--- config.mk ---
export PLATFORM = sky130hd
export DESIGN_NAME = mux4_rr_arbiter
export DESIGN_NICKNAME = d
export VERILOG_FILES = /design/src/rtl/mux4_rr_arbiter.sv
export SDC_FILE = /design/constraint.sdc
export NUM_CORES = 1
export LEC_CHECK = 0
export BUFFER_PORTS_ARGS = -buffer_cell sky130_fd_sc_hd__clkbuf_2
export CAP_MARGIN = 20
export CELL_PAD_IN_SITES_DETAIL_PLACEMENT = 2
export CELL_PAD_IN_SITES_GLOBAL_PLACEMENT = 2
export CORE_ASPECT_RATIO = 1.5
export CORE_UTILIZATION = 30
export CTS_BUF_LIST = sky130_fd_sc_hd__clkbuf_2
export CTS_CLUSTER_DIAMETER = 80
export DETAILED_ROUTE_END_ITERATION = 16
export HOLD_SLACK_MARGIN = 0.06
export PLACE_DENSITY_LB_ADDON = 0.1
export SYNTH_ARGS = -nofsm -noshare
export SYNTH_HDL_FRONTEND = slang
export SYNTH_SLANG_ARGS = --single-unit
--- constraint.sdc ---
create_clock -name clk -period 2.12 [get_ports clk]
set_input_delay 0.212 -clock clk [delete_from_list [all_inputs] [get_ports clk]]
set_output_delay 0.212 -clock clk [all_outputs]
set_load 0.1 [all_outputs]
--- src/rtl/mux4_rr_arbiter.sv ---
// Round-robin packet arbiter driving the select lines of a 4:1 mux,
// with valid/ready gating and a stall watchdog on the current owner.
module mux4_rr_arbiter #(
   parameter int WIDTH   = 1,
   parameter int TIMEOUT = 16
) (
   input  logic             clk,
   input  logic             rst_n,
   input  logic [3:0]       req,
   input  logic [3:0]       last,
   input  logic [WIDTH-1:0] I0,
   input  logic [WIDTH-1:0] I1,
   input  logic [WIDTH-1:0] I2,
   input  logic [WIDTH-1:0] I3,
   input  logic             out_ready,
   output logic             out_valid,
   output logic [WIDTH-1:0] OUT,
   output logic             out_last,
   output logic [3:0]       gnt,
   output logic             SEL1,
   output logic             SEL0,
   output logic             busy,
   output logic             timeout_err
);

   typedef enum logic {
      IDLE  = 1'b0,
      GRANT = 1'b1
   } state_t;

   localparam logic [7:0] TMO_LAST = 8'(TIMEOUT - 1);

   state_t     state_q, state_d;
   logic [1:0] sel_q, sel_d;
   logic [1:0] ptr_q, ptr_d;
   logic [7:0] cnt_q, cnt_d;
   logic       terr_q, terr_d;

   logic [1:0] base;
   logic [1:0] cand;
   logic [1:0] pick_idx;
   logic       pick_any;
   logic       own_req;
   logic       xfer;
   logic       rel;
   logic       expire;

   // State register: grant state, select, RR pointer, stall counter
   always_ff @(posedge clk or negedge rst_n) begin
      if (!rst_n) begin
         state_q <= IDLE;
         sel_q   <= 2'd0;
         ptr_q   <= 2'd0;
         cnt_q   <= 8'd0;
         terr_q  <= 1'b0;
      end else begin
         state_q <= state_d;
         sel_q   <= sel_d;
         ptr_q   <= ptr_d;
         cnt_q   <= cnt_d;
         terr_q  <= terr_d;
      end
   end

   // RR search: from ptr when idle, from owner+1 on hand-over
   always_comb begin
      base     = (state_q == GRANT) ? sel_q + 2'd1 : ptr_q;
      pick_any = |req;
      pick_idx = base;
      cand     = base;
      for (int k = 3; k >= 0; k--) begin
         cand = base + 2'(k);
         if (req[cand]) pick_idx = cand;
      end
   end

   // Next-state: grant, release/re-arbitrate, watchdog expiry
   always_comb begin
      own_req = req[sel_q];
      xfer    = own_req & out_ready;
      rel     = xfer & last[sel_q];
      expire  = ~own_req & (cnt_q == TMO_LAST);
      state_d = state_q;
      sel_d   = sel_q;
      ptr_d   = ptr_q;
      cnt_d   = 8'd0;
      terr_d  = 1'b0;
      unique case (state_q)
         IDLE: begin
            if (pick_any) begin
               state_d = GRANT;
               sel_d   = pick_idx;
            end
         end
         GRANT: begin
            if (rel || expire) begin
               ptr_d  = sel_q + 2'd1;
               terr_d = expire;
               if (pick_any) sel_d = pick_idx;
               else          state_d = IDLE;
            end else if (!own_req) begin
               cnt_d = cnt_q + 8'd1;
            end
         end
         default: state_d = IDLE;
      endcase
   end

   // Outputs: decoded from the registered select and live owner inputs
   always_comb begin
      busy        = (state_q == GRANT);
      gnt         = busy ? (4'b0001 << sel_q) : 4'b0000;
      out_valid   = busy & req[sel_q];
      out_last    = out_valid & last[sel_q];
      SEL1        = sel_q[1];
      SEL0        = sel_q[0];
      timeout_err = terr_q;
      unique case (sel_q)
         2'd0:    OUT = I0;
         2'd1:    OUT = I1;
         2'd2:    OUT = I2;
         default: OUT = I3;
      endcase
   end

endmodule

==> results_dict.tcl, run 1 <==
set metrics [dict create \
    gp_congestion 0.673 \
    worst_hold_path_type "in -> reg" \
    fmax_mhz 487 \
    coreArea_um2 2910 \
    tightest_slew_ps 541 \
    utilization_pct 40.1 \
    drtAntennaViolNets 0 \
    fin_worst_skew_ps 2.31 \
    dpl.hpwl_um 1890 \
    ys.flop_type "dfrtp_1" \
    cts.clk_slew.worst_paths_ps 140 \
    critPathKind "reg -> out" \
    drive_gt1_share_pct 38.0 \
    ys_types 27 \
    area.growth.synth_to_final_pct 27.1 \
    wl_met3_um 57 \
    cts.htree.levels 1 \
    ys_seq_area_share_pct 38.1 \
    required_ps 1910 \
    synth_cells 89 \
    syn_nets 110 \
    status "finished clean" \
    grt_max_degree 15 \
    netlist.area_leader.share_pct 38.1 \
    synth-simple-area-share_pct 22.9 \
    diodes 0 \
    period_share_pct 96.8 \
    met1_length_um 811 \
    muxShareOfSynthArea_pct 13.3 \
    synth_xor_area_share_pct 5.71 \
    finalHoldViolations 0 \
    nets 143 \
    rrSetupSlack_ps 260 \
    synthArstFlopShare_pct 100 \
    track_usage_pct 15.4 \
    dieArea_um2 3300 \
    yosys_warnings 0 \
    cap_viol_max_count 0 \
    die_w_um 47.2 \
    hold_ws_ps 216 \
    worst_slew_margin_rel_pct 64.1 \
    critPathMaxFanout 8 \
    synthTopCellsByArea "dfrtp_1 38%, ha_1 8.2%, mux2i_1 4.4%" \
    wl_per_cell_um 14.2 \
    vias 772 \
    rows 24 \
    num_io_pins 26 \
    grt_pass1_vias 862 \
    synth_compound_area_share_pct 8.98 \
    synth.largest_area_cell "dfrtp_1" \
    dr_wl_met2_um 1380 \
    synthMostInstantiatedCell "dfrtp_1" \
    die_height_um 69.8 \
    fin_tns_setup_ps 0 \
    synth_edf_count 0 \
    syn-mean-instance-area_um2 10.3 \
    synth_top_family_by_area "simple AND/OR/NAND/NOR gates" \
    grt_overflow_total 0 \
    finalCriticalPeriod_ps 2050 \
    finalSetupViolCount 0 \
    crit_arrival_ps 1840 \
    cts_buffer_depth 2 \
    io_buffers 25 \
    cts-root-buf "clkbuf_2" \
    fillCellCount 341 \
    cts.sink_count 14 \
    clk_latency_ps 280 \
    cts_tree "built" \
    start_util_pct 31.6 \
    netlist_top_cells_count "14 x dfrtp_1, 10 x nor2_1, 6 x ha_1, 6 x nand2_1, 6 x nand3_1" \
    routed_wl_um 2280 \
    drtIter0Drc 9 \
    synth-seq-cells 14 \
    highest_layer "met4" \
    via_per_inst 4.83 \
    drv_slew 0 \
    critPathLaunchType "register" \
    netlist_area_um2 920 \
    antenna_found_initial 0 \
    rsz0062_at_grt "false" \
    numCtsBuffers 3 \
    grt_pass1_wl_um 3620 \
    dr.pass1.iters 4 \
    synthAdderAreaFrac_pct 8.16 \
    drc 0 \
    cp-end-kind "output port" \
]
==> what timing repair did <==
action,CTS,global route
endpoints found under the hold margin,14,0
endpoints found under the setup margin,2,3
gates cloned,0,0
buffers inserted,0,3
pin swaps,1,1
hold buffers,1,0
resized for setup,3,4
==> metrics by stage <==
step,instance area [um^2],worst slack (ps),cells
6_report,1170,68.7,160
5_1_grt,1170,3.21,160
4_1_cts,1140,7.96,157
3_5_place_dp,1100,222,152
3_3_place_gp,1100,236,152
2_1_floorplan,937,18.8,89
==> final cells by class <==
class | count | area, um^2 | area share [%]
tap | 39 | 48.8 | 4.18
clock buffer | 4 | 20.0 | 1.71
sequential | 14 | 354 | 30.3
inverter | 5 | 18.8 | 1.61
timing repair buffer | 29 | 170 | 14.6
multi-input combinational | 69 | 557 | 47.6
==> path summary, 6_finish.rpt <==
| path | startpoint | end | cells past startpoint |
|---|---|---|---|
| min reg2reg | cnt_q[0] | cnt_q[0] | 1 |
| min in group asynchronous | rst_n | timeout_err | 2 |
| max | sel_q[0] | out_last | 3 |
| max reg2reg | sel_q[0] | ptr_q[0] | 5 |
| max in group asynchronous | rst_n | sel_q[0] | 2 |
| min | req[3] | busy | 3 |
==> routing by layer <==
metal | GRT usage, % | vias to the layer above
li1 | - | 380
met1 | 15.5 | 376
met2 | 29.0 | 12
met3 | 2.34 | 4
met4 | 5.71 | 0
met5 | 0 | -
==> flip-flops by register name, indices dropped and copies added, names as in the netlist <==
| signal | flops |
|---|---|
| busy | 1 |
| cnt_q | 8 |
| ptr_q | 2 |
| sel_q | 2 |
| timeout_err | 1 |
==> cells in the final DEF (no fill, tap or decap), types with 2 or more instances in the layout <==
cell,instances
and2_1,5
nand2b_1,3
inv_1,4
nand3_1,6
and3_1,2
ha_1,6
nand2_1,6
a21oi_1,2
xor2_1,3
mux2_2,3
clkbuf_2,26
xnor2_1,3
o21ai_0,4
mux2i_1,3
dfrtp_1,11
dfrtp_2,3
buf_4,4
nor2_1,10
==> critical path: stages (launching register included) <==
cell and delay (ps):
dfrtp_2 490, mux4_1 610, and3_2 230, buf_4 230
==> cells by family after synthesis <==
kind of cell | after synthesis
AOI/OAI and AO/OA | 11
xor gates and xnor gates | 6
adders and majority gates | 6
buffers and inverters | 6
DFF | 14
muxes | 9
and+or+nand+nor | 37
Power of run 1 is not shown: default switching activity piles up to over one toggle a cycle in this logic, so the estimate is an artifact.
==> run 2: changes to the inputs <==
REMOVE_ABC_BUFFERS = 1   (was default)
==> run 2 against run 1 <==
Sequential share of layout area decreased by 0.18 points. Clock skew decreased by 1.3 ps. Via count increased by 4.7%. Register-to-register slack improved by 20 ps. Highest routed layer unchanged.
==> results_dict.tcl, run 2 (synthesis results as in run 1) <==
set metrics [dict create \
    status "finished clean" \
    tightest_slew_ps 545 \
    cts.htree.levels 1 \
    dpl.hpwl_um 2060 \
    clk_latency_ps 290 \
    holdCritStartpoint "req[3]" \
    dieArea_um2 3300 \
    cts.clk_slew.worst_paths_ps 140 \
    finalHoldViolations 0 \
    fin_worst_skew_ps 1.06 \
    largest_reg_flops 8 \
    cts-root-buf "clkbuf_2" \
    routed_wl_um 2440 \
    worst_hold_path_type "in -> reg" \
    gp_congestion 0.768 \
    io_buffers 25 \
    final_cell_mix "25 x clkbuf_2, 13 x dfrtp_1, 10 x nor2_1" \
    hold_ws_ps 198 \
    dpl_cell_area_um2 1120 \
    die_w_um 47.2 \
    drtAntennaViolNets 0 \
    cts_tree "built" \
    area.growth.synth_to_final_pct 26.9 \
    critPathMaxFanout 7 \
    dr.pass1.iters 4 \
    r2r_cells 5 \
    path_buf_inv 1 \
    worst_slew_margin_rel_pct 63.8 \
    num_io_pins 26 \
    drive_gt1_share_pct 35.8 \
    period_share_pct 95.6 \
    crit_arrival_ps 1810 \
    dp_slack_ps 163 \
    cpPeakStageDelay_ps 620 \
    track_usage_pct 17.6 \
    layout_commonest_cell "clkbuf_2" \
    fmax_mhz 494 \
    cts_buffer_depth 2 \
    crit_path_start "sel_q[0]" \
    drv_slew 0 \
    antenna_found_initial 0 \
    wl_per_cell_um 15.0 \
    regMostFlops "cnt_q" \
    critPathLaunchType "register" \
    nets 145 \
    path_cells "mux4_1, and3_1, buf_4" \
    critPathTopFamily "multiplexers" \
    grt_overflow_total 0 \
    finalSetupViolCount 0 \
    die_height_um 69.8 \
    start_util_pct 31.6 \
    drc 0 \
    critPathKind "reg -> out" \
    cp-end-kind "output port" \
    coreArea_um2 2910 \
    cts.sink_count 14 \
    rsz0062_at_grt "false" \
    grt_pass1_vias 898 \
    grt_pass1_wl_um 4140 \
    via_per_inst 4.99 \
    finalCriticalPeriod_ps 2030 \
    top_regs "cnt_q (8), ptr_q (2), sel_q (2)" \
    grt_max_degree 15 \
    drtIter0Drc 18 \
    utilization_pct 40.1 \
    worst_slack_ps 94.1 \
    postLayoutCellArea_um2 1170 \
    min_path_cells 3 \
    cp.depth 3 \
    required_ps 1910 \
    diodes 0 \
    reg2reg_from "sel_q[0]" \
    rows 24 \
    vias 808 \
    cap_viol_max_count 0 \
    numCtsBuffers 3 \
    cpMaxStageDelayCell "mux4_1" \
]
run 2: cell type report:
type	count	area, um^2
repair buffers	31	184
clock inverters	1	3.75
clock buffers	3	15.0
multi-input cells	69	546
flip-flops and latches	14	352
fillers	352	1750
inverters	5	18.8
well taps	39	48.8
run 2: worst register-to-register path: stages (launching register included):
cell,delay [ps]
dfrtp_2,470
mux4_1,620
nand3_1,120
o21ai_0,90
nand2_1,110
mux2_2,340
run 2: timing repair:
action	in CTS	in global routing
endpoints found under the hold margin	14	0
buffers inserted	0	1
hold buffers	1	0
setup endpoints to repair	3	2
gates resized for setup	4	5
pin swaps	0	1
run 2: per-stage QoR:
stage                     setup TNS, ps  cells
after detailed placement              0    156
after CTS                             0    161
after floorplan                   -4340     88
after global placement                0    156
after global routing                  0    162
final                                 0    162
run 2: worst paths after layout:
| kind | to | slack [ps] |
|---|---|---|
| worst max-delay path | out_last | 90 |
| worst min-delay path | busy | 200 |
| worst max register to register | ptr_q[1] | 280 |
| worst min register to register | cnt_q[0] | 480 |
| max in group asynchronous | sel_q[0] | 1480 |
| min in group asynchronous | cnt_q[2] | 350 |
run 2: routing by layer:
| metal | part of all wire [%] | vias up | track usage, % |
|---|---|---|---|
| met1 | 37 | 403 | 18.7 |
| met5 | 0 | - | 0 |
| met3 | 2.6 | 5 | 2.34 |
| li1 | - | 380 | - |
| met4 | 2.0 | 0 | 7.62 |
| met2 | 58 | 20 | 31.8 |
Power of run 2 is left out for the same reason.
